File: src/rtl/wb_write_arbiter_if.sv
// Signal bundle for the register-file write arbiter: ALU and long-latency result inputs,
// the decode scoreboard query, and the write port that goes to the register file.
interface wb_write_arbiter_if #(
  parameter int XLEN = 32
);
  logic            alu_valid;
  logic [4:0]      alu_rd;
  logic [XLEN-1:0] alu_data;
  logic            lsu_valid;
  logic            lsu_ready;
  logic [4:0]      lsu_rd;
  logic [XLEN-1:0] lsu_data;
  logic            issue_valid;
  logic [4:0]      issue_rd;
  logic [4:0]      rs1;
  logic [4:0]      rs2;
  logic            stall;
  logic            rf_we;
  logic [4:0]      rf_rd;
  logic [XLEN-1:0] rf_data;

  modport master (
    output alu_valid, alu_rd, alu_data,
    output lsu_valid, lsu_rd, lsu_data,
    output issue_valid, issue_rd, rs1, rs2,
    input  lsu_ready, stall, rf_we, rf_rd, rf_data
  );

  modport slave (
    input  alu_valid, alu_rd, alu_data,
    input  lsu_valid, lsu_rd, lsu_data,
    input  issue_valid, issue_rd, rs1, rs2,
    output lsu_ready, stall, rf_we, rf_rd, rf_data
  );
endinterface

File: src/rtl/wb_write_arbiter.sv
// Register-file write arbiter: ALU results win the port, and long-latency results drain
// in order from a small FIFO. A pending scoreboard stalls decode on outstanding destinations.
module wb_write_arbiter #(
  parameter int DEPTH = 4,
  parameter int XLEN  = 32
) (
  input logic               clk,
  input logic               rst,
  wb_write_arbiter_if.slave bus
);
  localparam int AW = $clog2(DEPTH);
  localparam logic [AW:0] CAP = (AW + 1)'(DEPTH);

  typedef struct packed {
    logic [4:0]      rd;
    logic [XLEN-1:0] data;
  } entry_t;

  entry_t        fifo [DEPTH];
  entry_t        head_entry;
  logic [AW-1:0] head;
  logic [AW-1:0] tail;
  logic [AW:0]   count;
  logic [31:0]   pending;
  logic [31:0]   pending_next;
  logic          alu_take;
  logic          push;
  logic          pop;
  logic          issue_set;

  assign head_entry    = fifo[head];
  assign alu_take      = bus.alu_valid && (bus.alu_rd != 5'd0);
  assign pop           = !alu_take && (count != '0);
  assign bus.lsu_ready = !rst && (count < CAP);
  assign push          = bus.lsu_valid && bus.lsu_ready && (bus.lsu_rd != 5'd0);
  assign issue_set     = bus.issue_valid && (bus.issue_rd != 5'd0) && !bus.stall;

  // Last term holds a second long-latency op to a register still in flight (WAW).
  assign bus.stall = ((bus.rs1 != 5'd0) && pending[bus.rs1]) ||
                     ((bus.rs2 != 5'd0) && pending[bus.rs2]) ||
                     (bus.issue_valid && (bus.issue_rd != 5'd0) && pending[bus.issue_rd]);

  // A new issue to the register being popped must stay pending, so set is applied last.
  always_comb begin
    pending_next = pending;
    if (pop) pending_next[head_entry.rd] = 1'b0;
    if (issue_set) pending_next[bus.issue_rd] = 1'b1;
    pending_next[0] = 1'b0;
  end

  always_ff @(posedge clk) begin
    if (push) fifo[tail] <= '{rd: bus.lsu_rd, data: bus.lsu_data};
  end

  always_ff @(posedge clk) begin
    if (rst) begin
      bus.rf_we   <= 1'b0;
      bus.rf_rd   <= 5'd0;
      bus.rf_data <= '0;
      head        <= '0;
      tail        <= '0;
      count       <= '0;
      pending     <= '0;
    end else begin
      if (alu_take) begin
        bus.rf_we   <= 1'b1;
        bus.rf_rd   <= bus.alu_rd;
        bus.rf_data <= bus.alu_data;
      end else if (pop) begin
        bus.rf_we   <= 1'b1;
        bus.rf_rd   <= head_entry.rd;
        bus.rf_data <= head_entry.data;
      end else begin
        bus.rf_we   <= 1'b0;
      end
      if (push) tail <= tail + 1'b1;
      if (pop) head <= head + 1'b1;
      case ({push, pop})
        2'b10:   count <= count + 1'b1;
        2'b01:   count <= count - 1'b1;
        default: count <= count;
      endcase
      pending <= pending_next;
    end
  end
endmodule

File: src/flat_wrapper.sv
// flat-port wrapper written by rule: the top's interface ports become plain ports
module wb_write_arbiter_flat 
#(
  parameter int DEPTH = 4,
  parameter int XLEN  = 32
)
  (clk, rst, bus_alu_valid, bus_alu_rd, bus_alu_data, bus_lsu_valid, bus_lsu_rd, bus_lsu_data, bus_issue_valid, bus_issue_rd, bus_rs1, bus_rs2, bus_lsu_ready, bus_stall, bus_rf_we, bus_rf_rd, bus_rf_data);
  wb_write_arbiter_if #(.XLEN(XLEN)) bus_i ();
  input logic clk;
  input logic rst;
  input wire logic [$bits(bus_i.alu_valid)-1:0] bus_alu_valid;
  input wire logic [$bits(bus_i.alu_rd)-1:0] bus_alu_rd;
  input wire logic [$bits(bus_i.alu_data)-1:0] bus_alu_data;
  input wire logic [$bits(bus_i.lsu_valid)-1:0] bus_lsu_valid;
  input wire logic [$bits(bus_i.lsu_rd)-1:0] bus_lsu_rd;
  input wire logic [$bits(bus_i.lsu_data)-1:0] bus_lsu_data;
  input wire logic [$bits(bus_i.issue_valid)-1:0] bus_issue_valid;
  input wire logic [$bits(bus_i.issue_rd)-1:0] bus_issue_rd;
  input wire logic [$bits(bus_i.rs1)-1:0] bus_rs1;
  input wire logic [$bits(bus_i.rs2)-1:0] bus_rs2;
  output wire logic [$bits(bus_i.lsu_ready)-1:0] bus_lsu_ready;
  output wire logic [$bits(bus_i.stall)-1:0] bus_stall;
  output wire logic [$bits(bus_i.rf_we)-1:0] bus_rf_we;
  output wire logic [$bits(bus_i.rf_rd)-1:0] bus_rf_rd;
  output wire logic [$bits(bus_i.rf_data)-1:0] bus_rf_data;
  assign bus_i.alu_valid = bus_alu_valid;
  assign bus_i.alu_rd = bus_alu_rd;
  assign bus_i.alu_data = bus_alu_data;
  assign bus_i.lsu_valid = bus_lsu_valid;
  assign bus_i.lsu_rd = bus_lsu_rd;
  assign bus_i.lsu_data = bus_lsu_data;
  assign bus_i.issue_valid = bus_issue_valid;
  assign bus_i.issue_rd = bus_issue_rd;
  assign bus_i.rs1 = bus_rs1;
  assign bus_i.rs2 = bus_rs2;
  assign bus_lsu_ready = bus_i.lsu_ready;
  assign bus_stall = bus_i.stall;
  assign bus_rf_we = bus_i.rf_we;
  assign bus_rf_rd = bus_i.rf_rd;
  assign bus_rf_data = bus_i.rf_data;
  wb_write_arbiter #(.DEPTH(DEPTH), .XLEN(XLEN)) u_core (.clk(clk), .rst(rst), .bus(bus_i));
endmodule
File: config.mk
export PLATFORM = sky130hd
export DESIGN_NAME = wb_write_arbiter_flat
export DESIGN_NICKNAME = d
export VERILOG_FILES = /design/src/rtl/wb_write_arbiter_if.sv /design/src/rtl/wb_write_arbiter.sv /design/src/flat_wrapper.sv
export SDC_FILE = /design/constraint.sdc
export NUM_CORES = 1
export LEC_CHECK = 0
export BUFFER_PORTS_ARGS = -buffer_cell sky130_fd_sc_hd__buf_4
export CAP_MARGIN = 10
export CELL_PAD_IN_SITES_DETAIL_PLACEMENT = 1
export CELL_PAD_IN_SITES_GLOBAL_PLACEMENT = 1
export CORE_ASPECT_RATIO = 1.4
export CORE_MARGIN = 5
export CORE_UTILIZATION = 35
export CTS_BUF_LIST = sky130_fd_sc_hd__clkbuf_2
export DETAILED_ROUTE_END_ITERATION = 10
export GPL_TIMING_DRIVEN = 0
export PLACE_DENSITY_LB_ADDON = 0.05
export SYNTH_ARGS = -nofsm -noshare
export SYNTH_HDL_FRONTEND = slang
export SYNTH_SLANG_ARGS = --single-unit
File: constraint.sdc
create_clock -name clk -period 2.7 [get_ports clk]
set_clock_uncertainty 0.2 [all_clocks]
set_input_delay 0.135 -clock clk [delete_from_list [all_inputs] [get_ports clk]]
set_output_delay 0.135 -clock clk [all_outputs]
set_load 0.01 [all_outputs]
==> impl_metrics.py <==
metrics = {
    "synthesis": {
        "synth_edf_count": 148,
        "ys.flop_type": "edfxtp_1",
        "yosysSeqAreaShare_pct": 60.85,
        "ys_ff_latch": 226,
        "synth_top_area_share_pct": 45.03,
        "synth_xor_area_share_pct": 0.4437,
        "ys_top_cells_by_area": "edfxtp_1, dfxtp_1, mux4_2",
        "synth.area.mux_share_pct": 17.13,
        "syn_nets": 792,
        "synthArstFlopShare_pct": 0,
        "synth_top_area_cell": "edfxtp_1",
        "ys_types": 58,
        "yosys.area_share.simple_pct": 9.838,
        "yosysMostFrequentCell": "edfxtp_1",
        "syn_area_sq_um": 9869,
        "yosys_warnings": 0,
        "synth_top_family_by_area": "multiplexers",
        "syn_inst": 692,
        "syn_avg_cell_area_sq_um": 14.26,
        "synthTopCellsByCount": "edfxtp_1, dfxtp_1, nor2_1",
        "synth_compound_area_share_pct": 8.177,
        "synthAdderAreaFrac_pct": 0.8367,
    },
    "global_routing": {
        "grtUsageTotal_pct": 19.23,
        "grt_first_pass_wirelength_mm": 48.49,
        "first_global_vias": 8788,
        "antenna_found_initial": 2,
        "overflow": 0,
        "grt_max_degree": 29,
    },
    "route": {
        "drc_errors": 0,
        "drtPass1Iterations": 4,
        "ant_nets": 0,
        "wl_mm": 30.65,
        "vias_per_cell": 5.108,
        "wl_per_cell_microns": 20.72,
        "drt-initial-drc-count": 315,
        "num_vias": 7555,
    },
    "worst_setup_path": {
        "crit_required_ns": 2.37,
        "r2r_end": "u_core.pending[15]$_SDFF_PP0_",
        "critPathLaunchType": "flop",
        "worst-r2r-cell-count": 9,
        "r2r_start": "u_core.pending[12]$_SDFF_PP0_",
        "crit_path_cell_trace": "mux4_2, mux2i_1, nor3b_1, nor4_2, o211ai_1, buf_4",
        "path_buf_inv": 1,
        "endpoint_kind": "primary output",
        "cp_slowest_stage_delay_ns": 0.50,
        "r2r_slack_ns": 0.03,
        "cp_slowest_cell": "mux4_2",
        "crit_family": "multiplexers",
        "path_class": "reg2out",
        "crit_path_max_fanout": 4,
        "worstPathArrival_ns": 2.64,
        "crit_cells": 6,
    },
    "sta": {
        "tightest_slew_ns": 0.8832,
        "slew_headroom_pct": 41.12,
        "hold_ws_ns": 0.1171,
        "fin_crit_sh_pct": 110.2,
        "rsz0062_at_grt": "yes",
        "min_period_ns": 2.976,
        "setup_ws_ns": -0.2755,
        "max_clock_freq_mhz": 336.1,
        "report.final.slew_viol_count": 0,
        "hold_violations": 0,
        "setup_viol": 1,
    },
    "pwr": {
        "p_seq_share_pct": 45.1,
        "combPwrFrac_pct": 29.9,
        "switching_share_pct": 32.05,
        "p_leak_uw": 0.005154,
        "total_power_uw": 8991,
        "powerDensity_nw_per_um2": 651.3,
        "irDropWorstVdd_mv": 0.3420,
        "p_sw_uw": 2882,
        "p_clk_share_pct": 25.0,
        "intPower_uw": 6110,
    },
    "clock_network": {
        "cts-root-buf": "clkbuf_2",
        "cts_htree_levels": 2,
        "clockBufferDepth": 3,
        "cts_tree": "done",
        "clk_latency_ns": 0.85,
        "clk_pin_slew_ns": 0.11,
        "numCtsBuffers": 56,
        "numClockSinks": 226,
    },
    "floorplan": {
        "io_pins": 134,
        "die-area_sq_um": 31700,
        "initial_core_util_pct": 35.57,
        "core_area_sq_um": 27750,
        "num_rows": 72,
        "dieWidth_microns": 151.9,
        "die_y_microns": 208.7,
    },
    "outcome": {
        "status": "complete, but fails checks",
        "violations": "setup timing",
    },
    "final_layout": {
        "nFillCells": 2945,
        "layoutNonFillerInstCount": 1479,
        "area_growth_pct": 39.88,
        "layout-drive-gt1-share_pct": 30.89,
        "nets": 1163,
        "postLayoutCoreUtil_pct": 49.76,
    },
    "placed_design": {
        "place_ws_ns": -0.3499,
        "io_buffer_count": 128,
        "dpl.cell_count": 1194,
        "dp.final_hpwl_mm": 20.34,
        "gp_congestion": 0.8596,
    },
    "run": {
        "drv_cap": 0,
    },
    "hold_path": {
        "hold_depth": 5,
        "hold_end": "u_core.pending[25]$_SDFF_PP0_",
        "min_path_type": "in2reg",
        "hp-start": "bus_issue_rd[2]",
    },
}
## power by group through the flow
stage	logic, uW	clock network (uW)	registers (uW)
after CTS	2690	2360	4060
final	2690	2250	4050
after floorplan	1580	0	4140
after global routing	2930	2550	4080
after detailed placement	2470	0	4120
after global placement	2410	0	4110
## cells in the final DEF (no fill, tap or decap), drive strengths merged, types with 2 or more instances in the layout
cell type,synthesis,layout
nor3,8,8
clkbuf,25,114
mux2,5,5
ha,5,5
clkinv,0,13
and2,4,4
dfxtp,78,78
nand2,31,31
a22oi,2,2
edfxtp,148,148
buf,19,156
o41ai,19,19
nand3,2,2
dlygate4sd3,0,175
or3b,3,3
o22ai,3,3
nor2b,29,29
mux4,50,50
inv,10,10
or3,2,2
a2111oi,3,3
nand2b,5,5
nor2,56,56
xnor2,2,2
diode,0,2
nor4,5,5
mux2i,50,50
nand3b,17,17
nor4b,3,3
and3b,2,2
nor3b,7,7
o21ai,34,34
xor2,3,3
a211oi,37,37
a21oi,10,10
## layout make-up
type / count / area, sq um / share of cell area (%)
clock inverters: 14 / 58.81 / 0.4260
repair buffers: 314 / 2845 / 20.61
diodes: 2 / 5.005 / 0.03625
clock buffers: 88 / 440.4 / 3.190
flip-flops and latches: 226 / 6015 / 43.57
plain buffers: 43 / 244.0 / 1.767
multi-input cells: 412 / 3697 / 26.78
well taps: 370 / 462.9 / 3.353
inverters: 10 / 37.54 / 0.2719
## registers in the layout, indices dropped and copies added (netlist names), named ones only
register,count
u_core.bus.rf_we,1
u_core.bus.rf_data,32
u_core.pending,31
u_core.head,2
u_core.tail,2
u_core.bus.rf_rd,5
u_core.fifo,148
u_core.count,3
## layer usage
metal / up-vias / GRT usage (%) / wire, microns
li1: 3476 / - / -
met1: 3830 / 21.01 / 11710
met2: 193 / 36.51 / 16810
met3: 56 / 3.994 / 1348
met4: 0 / 6.917 / 777
met5: - / 0 / 0
## logic make-up after synthesis
group / count (synthesis)
adder cells (fa/ha/maj): 6
buffers and inverters: 54
XOR/XNOR: 5
AO/OA/AOI/OAI: 117
flip-flops: 226
multiplexers: 105
AND/OR/NAND/NOR: 179
## through the flow
stage	setup TNS, ns	cell area, sq um
after global placement	-128.64	11290
after CTS	-0.6302	13700
after floorplan	0	9869
final	-0.2755	13810
after global routing	-0.4985	13810
after detailed placement	-6.577	11380
## worst max path at each step
| stage | endpoint | startpoint |
|---|---|---|
| finish | bus_stall | u_core.pending[12]$_SDFF_PP0_ |
| global route | bus_stall | u_core.pending[15]$_SDFF_PP0_ |
| global placement | u_core.fifo[3][4]$_DFFE_PP_ | u_core.count[2]$_SDFFE_PP0P_ |
| detailed placement | u_core.count[2]$_SDFFE_PP0P_ | bus_alu_rd[3] |
| floorplan | u_core.count[2]$_SDFFE_PP0P_ | bus_alu_rd[3] |
| CTS | bus_stall | u_core.pending[22]$_SDFF_PP0_ |
## repair_timing
action,in CTS,in global routing
resized for setup,15,30
setup endpoints to repair,32,49
hold buffers,175,0
pin swaps,5,1
buffers inserted,3,4
hold endpoints to repair,262,0
## worst register-to-register path: cells and delay by family (launching register included)
kind / cells / cell delay (ns)
AND/OR/NAND/NOR: 3 / 0.49
multiplexers: 2 / 0.67
buffers and inverters: 3 / 0.45
AO/OA/AOI/OAI: 1 / 0.39
flip-flops: 1 / 0.36
Note: power is estimated with default switching activity, not from simulation.
